### src/rtl/sd_spi_responder_if.sv
// sd_spi_responder_if
// SPI bus between an SD host (master) and the SD-card responder (slave).
//   spi_sclk  host -> card  SPI clock, mode 0
//   spi_cs_n  host -> card  chip select, active low
//   spi_mosi  host -> card  command bits
//   spi_miso  card -> host  response bits
`timescale 1ns/1ps
interface sd_spi_responder_if;
  logic spi_sclk;
  logic spi_cs_n;
  logic spi_mosi;
  logic spi_miso;

  modport master (output spi_sclk, output spi_cs_n, output spi_mosi, input spi_miso);
  modport slave  (input spi_sclk, input spi_cs_n, input spi_mosi, output spi_miso);
endinterface

### src/rtl/sd_spi_responder.sv
// sd_spi_responder
// Minimal SD-card SPI-mode responder. Answers CMD0/8/55/ACMD41/58/17 and
// streams a synthetic 512-byte block for CMD17 once initialised.
// Ports:
//   clk         system clock (the only clock)
//   res         synchronous active-high reset
//   spi         SPI bus, slave modport (sclk/cs_n/mosi in, miso out)
//   card_ready  set once ACMD41 initialisation has completed
//   last_cmd    index of the last fully received command frame
// Optional build macro: SD_RESP_CRC_CHECK_EN enables CRC7 checking of
// command frames; without it the CRC field is ignored.
//
// state  | meaning
// HUNT   | waiting for the 0,1 frame start bits
// CMD_RX | collecting the remaining 46 frame bits
// NCR    | one 0xFF byte before the response
// RESP   | R1 plus any R3/R7 trailer
// NAC    | 0xFF fill before the read data token
// TOKEN  | 0xFE start-block token
// DATA   | 512 data bytes
// CRC    | two 0xFF CRC bytes
`timescale 1ns/1ps
module sd_spi_responder #(
  parameter int ACMD41_RETRIES = 2,
  parameter int NAC_BYTES      = 4
) (
  input  logic                      clk,
  input  logic                      res,
  sd_spi_responder_if.slave         spi,
  output logic                      card_ready,
  output logic [5:0]                last_cmd
);
  typedef enum logic [2:0] {HUNT, CMD_RX, NCR, RESP, NAC, TOKEN, DATA, CRC} state_t;
  typedef enum logic [1:0] {K_R1, K_R7, K_R3, K_RD} kind_t;

  localparam logic [15:0] RETRIES  = 16'(ACMD41_RETRIES);
  localparam logic [9:0]  NAC_LAST = 10'(NAC_BYTES - 1);

  logic        r_sclk_m, r_sclk_s, r_sclk_d;
  logic        r_cs_m, r_cs_s, r_mosi_m, r_mosi_s;
  logic        w_rise, w_fall, w_cs_n, w_mosi;
  state_t      r_state, w_state_next;
  logic [47:0] r_frame, w_frame_next;
  logic [5:0]  r_bitcnt;
  logic [2:0]  r_bitidx;
  logic [9:0]  r_bytecnt;
  logic        r_last;
  logic        r_miso_q;
  logic        r_card_ready, r_app_cmd;
  logic [15:0] r_acmd_cnt;
  logic [5:0]  r_last_cmd;
  kind_t       r_kind;
  logic [7:0]  r_r1;
  logic        w_frame_done, w_tx_state, w_byte_end, w_resp_last, w_crc_ok;
  logic [5:0]  w_idx;
  logic [7:0]  w_cur_byte, w_idle_r1;
  logic        w_unused;

  always_ff @(posedge clk) begin
    if (res) begin
      r_sclk_m <= 1'b0; r_sclk_s <= 1'b0; r_sclk_d <= 1'b0;
      r_cs_m   <= 1'b1; r_cs_s   <= 1'b1;
      r_mosi_m <= 1'b1; r_mosi_s <= 1'b1;
    end else begin
      r_sclk_m <= spi.spi_sclk; r_sclk_s <= r_sclk_m; r_sclk_d <= r_sclk_s;
      r_cs_m   <= spi.spi_cs_n; r_cs_s   <= r_cs_m;
      r_mosi_m <= spi.spi_mosi; r_mosi_s <= r_mosi_m;
    end
  end

  assign w_rise       = r_sclk_s & ~r_sclk_d;
  assign w_fall       = ~r_sclk_s & r_sclk_d;
  assign w_cs_n       = r_cs_s;
  assign w_mosi       = r_mosi_s;
  assign w_frame_next = {r_frame[46:0], w_mosi};
  assign w_idx        = w_frame_next[45:40];
  assign w_frame_done = (r_state == CMD_RX) && w_rise && !w_cs_n && (r_bitcnt == 6'd47);
  assign w_tx_state   = (r_state != HUNT) && (r_state != CMD_RX);
  assign w_byte_end   = w_fall && !r_last && (r_bitidx == 3'd7);
  assign w_resp_last  = (r_kind == K_R1 || r_kind == K_RD) ? (r_bytecnt == 10'd0)
                                                           : (r_bytecnt == 10'd4);
  assign w_idle_r1    = {7'b0, ~r_card_ready};
  // Start bits, stop bit and (in the default build) the CRC field are not decoded.
  assign w_unused     = ^{r_frame[47], w_frame_next[47:46], w_frame_next[39:0]};

`ifdef SD_RESP_CRC_CHECK_EN
  function automatic logic [6:0] f_crc7(input logic [39:0] d);
    logic [6:0] c;
    logic       fb;
    c = '0;
    for (int i = 39; i >= 0; i--) begin
      fb = d[i] ^ c[6];
      c  = {c[5:0], 1'b0};
      if (fb) c = c ^ 7'h09;
    end
    return c;
  endfunction
  assign w_crc_ok = (f_crc7(w_frame_next[47:8]) == w_frame_next[7:1]);
`else
  assign w_crc_ok = 1'b1;
`endif

  // State register
  always_ff @(posedge clk) begin
    if (res) r_state <= HUNT;
    else     r_state <= w_state_next;
  end

  // Next-state logic
  always_comb begin
    w_state_next = r_state;
    if (w_cs_n) begin
      w_state_next = HUNT;
    end else begin
      case (r_state)
        HUNT:   if (w_rise && !r_frame[0] && w_mosi) w_state_next = CMD_RX;
        CMD_RX: if (w_frame_done) w_state_next = NCR;
        default: begin
          // r_last holds the final LSB for one more sclk before releasing miso.
          if (w_fall && r_last) begin
            w_state_next = HUNT;
          end else if (w_byte_end) begin
            case (r_state)
              NCR:   w_state_next = RESP;
              RESP:  if (w_resp_last && r_kind == K_RD) begin
                       if (NAC_BYTES == 0) w_state_next = TOKEN;
                       else                w_state_next = NAC;
                     end
              NAC:   if (r_bytecnt == NAC_LAST) w_state_next = TOKEN;
              TOKEN: w_state_next = DATA;
              DATA:  if (r_bytecnt == 10'd511) w_state_next = CRC;
              default: ;
            endcase
          end
        end
      endcase
    end
  end

  // Byte currently being shifted out
  always_comb begin
    w_cur_byte = 8'hFF;
    case (r_state)
      RESP: begin
        if (r_bytecnt == 10'd0) begin
          w_cur_byte = r_r1;
        end else if (r_kind == K_R7) begin
          case (r_bytecnt[2:0])
            3'd1, 3'd2: w_cur_byte = 8'h00;
            3'd3:       w_cur_byte = {4'h0, r_frame[19:16]};
            default:    w_cur_byte = r_frame[15:8];
          endcase
        end else if (r_kind == K_R3) begin
          case (r_bytecnt[2:0])
            3'd1:    w_cur_byte = r_card_ready ? 8'hC0 : 8'h00;
            3'd2:    w_cur_byte = 8'hFF;
            3'd3:    w_cur_byte = 8'h80;
            default: w_cur_byte = 8'h00;
          endcase
        end
      end
      TOKEN:   w_cur_byte = 8'hFE;
      DATA:    w_cur_byte = r_frame[15:8] + r_bytecnt[7:0];
      default: w_cur_byte = 8'hFF;
    endcase
  end

  // Datapath and card state
  always_ff @(posedge clk) begin
    if (res) begin
      r_frame      <= '1;
      r_bitcnt     <= 6'd2;
      r_bitidx     <= 3'd0;
      r_bytecnt    <= 10'd0;
      r_last       <= 1'b0;
      r_miso_q     <= 1'b1;
      r_card_ready <= 1'b0;
      r_app_cmd    <= 1'b0;
      r_acmd_cnt   <= 16'd0;
      r_last_cmd   <= 6'd0;
      r_kind       <= K_R1;
      r_r1         <= 8'hFF;
    end else begin
      // A stale 0 left in bit 0 must not pair with the next 1 as a false start.
      if (w_cs_n || (r_state != HUNT && w_state_next == HUNT))
        r_frame[0] <= 1'b1;
      else if (w_rise && !w_tx_state)
        r_frame <= w_frame_next;

      if (r_state == HUNT)
        r_bitcnt <= 6'd2;
      else if (r_state == CMD_RX && w_rise)
        r_bitcnt <= r_bitcnt + 6'd1;

      if (w_cs_n || !w_tx_state)
        r_miso_q <= 1'b1;
      else if (w_fall && !r_last)
        r_miso_q <= w_cur_byte[3'd7 - r_bitidx];

      if (w_frame_done) begin
        r_bitidx   <= 3'd0;
        r_bytecnt  <= 10'd0;
        r_last     <= 1'b0;
        r_last_cmd <= w_idx;
        r_kind     <= K_R1;
        if (!w_crc_ok) begin
          r_r1 <= w_idle_r1 | 8'h08;
        end else begin
          r_app_cmd <= 1'b0;
          case (w_idx)
            6'd0: begin
              r_card_ready <= 1'b0;
              r_acmd_cnt   <= 16'd0;
              r_r1         <= 8'h01;
            end
            6'd8: begin
              r_kind <= K_R7;
              r_r1   <= w_idle_r1;
            end
            6'd55: begin
              r_app_cmd <= 1'b1;
              r_r1      <= w_idle_r1;
            end
            6'd41: begin
              if (!r_app_cmd) begin
                r_r1 <= w_idle_r1 | 8'h04;
              end else if (r_acmd_cnt < RETRIES) begin
                r_acmd_cnt <= r_acmd_cnt + 16'd1;
                r_r1       <= w_idle_r1;
              end else begin
                r_card_ready <= 1'b1;
                r_r1         <= 8'h00;
              end
            end
            6'd58: begin
              r_kind <= K_R3;
              r_r1   <= w_idle_r1;
            end
            6'd17: begin
              if (r_card_ready) begin
                r_kind <= K_RD;
                r_r1   <= 8'h00;
              end else begin
                r_r1 <= w_idle_r1 | 8'h04;
              end
            end
            default: r_r1 <= w_idle_r1 | 8'h04;
          endcase
        end
      end else if (w_tx_state && !w_cs_n && w_fall && !r_last) begin
        r_bitidx <= r_bitidx + 3'd1;
        if (r_bitidx == 3'd7) begin
          if (w_state_next != r_state)
            r_bytecnt <= 10'd0;
          else if ((r_state == RESP && w_resp_last) || (r_state == CRC && r_bytecnt == 10'd1))
            r_last <= 1'b1;
          else
            r_bytecnt <= r_bytecnt + 10'd1;
        end
      end
    end
  end

  // Outputs
  always_comb begin
    spi.spi_miso = (w_cs_n || !w_tx_state) ? 1'b1 : r_miso_q;
    card_ready   = r_card_ready;
    last_cmd     = r_last_cmd;
  end
endmodule
### src/flat_wrapper.sv
// flat-port wrapper written by rule: the top's interface ports become plain ports
module sd_spi_responder_flat 
#(
  parameter int ACMD41_RETRIES = 2,
  parameter int NAC_BYTES      = 4
)
  (clk, res, card_ready, last_cmd, spi_spi_sclk, spi_spi_cs_n, spi_spi_mosi, spi_spi_miso);
  sd_spi_responder_if spi_i ();
  input  logic clk;
  input  logic res;
  output logic card_ready;
  output logic [5:0] last_cmd;
  input wire logic [$bits(spi_i.spi_sclk)-1:0] spi_spi_sclk;
  input wire logic [$bits(spi_i.spi_cs_n)-1:0] spi_spi_cs_n;
  input wire logic [$bits(spi_i.spi_mosi)-1:0] spi_spi_mosi;
  output wire logic [$bits(spi_i.spi_miso)-1:0] spi_spi_miso;
  assign spi_i.spi_sclk = spi_spi_sclk;
  assign spi_i.spi_cs_n = spi_spi_cs_n;
  assign spi_i.spi_mosi = spi_spi_mosi;
  assign spi_spi_miso = spi_i.spi_miso;
  sd_spi_responder #(.ACMD41_RETRIES(ACMD41_RETRIES), .NAC_BYTES(NAC_BYTES)) u_core (.clk(clk), .res(res), .spi(spi_i), .card_ready(card_ready), .last_cmd(last_cmd));
endmodule
### config.mk
export PLATFORM = sky130hd
export DESIGN_NAME = sd_spi_responder_flat
export DESIGN_NICKNAME = d
export VERILOG_FILES = /design/src/rtl/sd_spi_responder_if.sv /design/src/rtl/sd_spi_responder.sv /design/src/flat_wrapper.sv
export SDC_FILE = /design/constraint.sdc
export NUM_CORES = 1
export LEC_CHECK = 0
export CAP_MARGIN = 20
export CORE_AREA = 2 2 104 126
export CTS_BUF_LIST = sky130_fd_sc_hd__clkbuf_8
export DETAILED_ROUTE_END_ITERATION = 7
export DIE_AREA = 0 0 106 128
export MAX_ROUTING_LAYER = met4
export PLACE_DENSITY = 0.64
export SLEW_MARGIN = 20
export SYNTH_ARGS = -nofsm -noshare
export SYNTH_HDL_FRONTEND = slang
export SYNTH_SLANG_ARGS = --single-unit
### constraint.sdc
create_clock -name clk -period 3.97 [get_ports clk]
set_input_delay 0.794 -clock clk [delete_from_list [all_inputs] [get_ports clk]]
set_output_delay 0.794 -clock clk [all_outputs]
set_load 0.005 [all_outputs]
==> key figures <==
Outcome
  • Outcome: complete, no violations

CTS
  • # resized after CTS: 0
  • Postcts setup bufs: 0
  • Clock Latency Late Sink: 0.39 ns
  • Hold_buf cts: 0
  • Clk sinks: 105
  • Clock Tree Root: clkbuf_8
  • TritonCTS clock tree: yes
  • H-tree depth: 3
  • CTS Buf Count: 9
  • Reg clk slew, reported paths: 0.10 ns
  • Clk buf depth: 2

Worst setup path
  • Critical path class: reg -> out
  • Crit end category: output pin
  • Setup slack, reg-to-reg: 1.09 ns
  • Critical Path RT: 3.18 ns
  • Worst setup SP type: flop
  • Crit-path max FO: 19
  • Critical Path AT: 2.32 ns

GRT
  • Global Route Usage Sum: 20.48%
  • Vias in the first global route: 4505
  • Met2 usage in global routing: 32.83%
  • First-pass GRT wire length: 21.68 mm
  • Met1 global-route usage: 25.18%
  • GR Util met3: 2.898%
  • Largest net degree at the start of global routing: 48
  • Gr busiest metal: met2
  • Overflow after GRT: 0
  • Initial antenna violation count: 0

Pwr
  • Leakage: 2.276 nW
  • Pwr Density: 311.1 nW/um^2
  • Max VDD drop: 0.1827 mV

Routing
  • Wire per inst: 15.05 um
  • DRC viols: 0
  • Router iterations before antenna repair: 4
  • Remaining antenna violation count: 0
  • Vias per Instance: 5.660
  • Via count: 4743
  • Drt first-iter violations: 240
  • Total Routed Length: 12.61 mm

Layout
  • Final Net Count: 696
  • Most frequent cells in the layout: nand2_1 (128), dfxtp_1 (105), nand3_1 (56)
  • Most common cell after layout, fill and taps aside: nand2_1
  • FILL cells: 1202
  • Final non-filler cell total: 838
  • Final Core Density: 47.34%
  • Layout cell share with drive strength beyond 1: 6.528%
  • N_diodes: 0
  • Area delta synth->final: 7.735%

Yosys
  • Sequential cell area fraction in the yosys report: 38.44%
  • Post-synth EDFFs: 0
  • Top FF cell, synth: dfxtp_1
  • Synth warnings: 0
  • Syn_nets: 703
  • Yosys reg bits: 105
  • Distinct cell type count after synthesis: 76
  • Async SR Flop Fraction: 0%
  • Syn avg cell area: 8.065 um^2
  • Synthesized area: 5468 um^2
  • Cells after Synth: 678

Placement
  • Final HPWL from detailed placement: 8.871 mm
  • Port Buffer Count: 12
  • GP Congestion: 0.9045
  • Dpl ws: 1.173 ns
  • Placed Cells: 824

STA
  • Final setup viols: 0
  • Crit path time final: 3.118 ns
  • Slew margin rel.: 46.01%
  • Least-Margin Pin Slew: 0.7972 ns
  • Max Fclk: 320.8 MHz
  • Final worst slack: 0.8524 ns
  • Fin crit share: 78.53%
  • RSZ-0062 raised after global routing: no
  • Final Hold Fails: 0
  • Slew Limit Fails: 0
  • Setup Total Neg Slack: 0 ns
  • Skew final: 0.01502 ns

Floorplan
  • Starting density of the core: 43.94%
  • Core Region: 12440 um^2
  • Cell row count: 45
  • Die height: 128 um
  • Die Wd: 106 um
  • Ports: 13
  • Die area: 13570 um^2

Min path
  • Hold crit path type: reg -> reg

Run
  • Maximum Capacitance Violations: 0
-- flip-flops by register name, summed over array words and instances, names as in the netlist, 2 cells and up --
register and flops:
u_core.r_frame 45, u_core.r_acmd_cnt 16, u_core.r_bytecnt 10, u_core.last_cmd 6, u_core.r_bitcnt 6, u_core.r_bitidx 3, u_core.r_r1 3, u_core.r_state 3
u_core.r_kind 2
-- kinds of logic (layout without fill, tap and decap cells) --
logic type / Yosys count / after routing / share of synthesized area [%]
AND/OR/NAND/NOR: 356 / 356 / 33.73
AO/OA/AOI/OAI: 123 / 123 / 16.09
flip-flops: 105 / 105 / 38.44
buffers and inverters: 60 / 56 / 4.691
adder cells (fa/ha/maj): 20 / 20 / 4.714
XOR/XNOR: 10 / 10 / 1.602
multiplexers: 4 / 4 / 0.7323
-- synth_stat cells, types with 16 or more instances --
| library cell | instances | area share [%] |
|---|---|---|
| o21ai_0 | 16 | 1.5 |
| clkbuf_1 | 28 | 1.9 |
| nand2_1 | 128 | 8.8 |
| nand4_1 | 17 | 1.9 |
| inv_1 | 20 | 1.4 |
| and2_1 | 16 | 1.8 |
| a21oi_1 | 23 | 2.1 |
| nor2_1 | 45 | 3.1 |
| ha_1 | 19 | 4.3 |
| dfxtp_1 | 105 | 38 |
| nand3_1 | 56 | 5.1 |
-- where the power goes --
part / internal, mW / total, mW / switching (mW)
sequential: 1.06 / 1.07 / 0.00774
clock: 0.351 / 0.717 / 0.366
combinational: 0.0182 / 0.0471 / 0.0289
-- worst paths after layout --
| check | from | end | depth (start not counted) |
|---|---|---|---|
| worst min-delay path | u_core.r_cs_m$_SDFF_PP1_ | u_core.r_cs_s$_SDFF_PP1_ | 1 |
| worst min register to register | u_core.r_cs_m$_SDFF_PP1_ | u_core.r_cs_s$_SDFF_PP1_ | 1 |
| worst max-delay path | u_core.r_state[2]$_SDFF_PP0_ | spi_spi_miso | 4 |
| worst max register to register | u_core.r_bitidx[0]$_SDFFE_PP0P_ | u_core.r_bytecnt[1]$_SDFFE_PP0P_ | 7 |
-- worst max-delay path, stage by stage, from the launching register on --
cell             delay (ns)
dfxtp_1                0.79
o21bai_1               0.35
nor2_1                 0.24
inv_1                  0.10
clkdlybuf4s50_1        0.45
-- through the flow --
stage | hold slack (ns) | power [mW] | area (um^2)
CTS | 0.4203 | 1.863 | 5891
finish | 0.4163 | 1.833 | 5891
global placement | 0.3913 | 1.140 | 5685
global route | 0.4423 | 1.902 | 5891
detailed placement | 0.3987 | 1.141 | 5685
floorplan | 0.3895 | 1.124 | 5468
-- routing by layer --
layer	vias to the layer above	share of wire [%]
li1	2401	-
met1	2208	46
met2	105	47
met3	29	4.5
met4	0	3.2
met5	-	0
-- layout make-up --
class	instances	area, um^2	share of cell area, %
clock buffer	9	123.9	2.103
clock inverter	5	81.33	1.381
inverter	21	78.83	1.338
multi-input combinational	513	3112	52.82
sequential	105	2102	35.68
tap	164	205.2	3.483
timing repair buffer	21	187.7	3.186
Note: power is estimated with default switching activity, not from simulation.
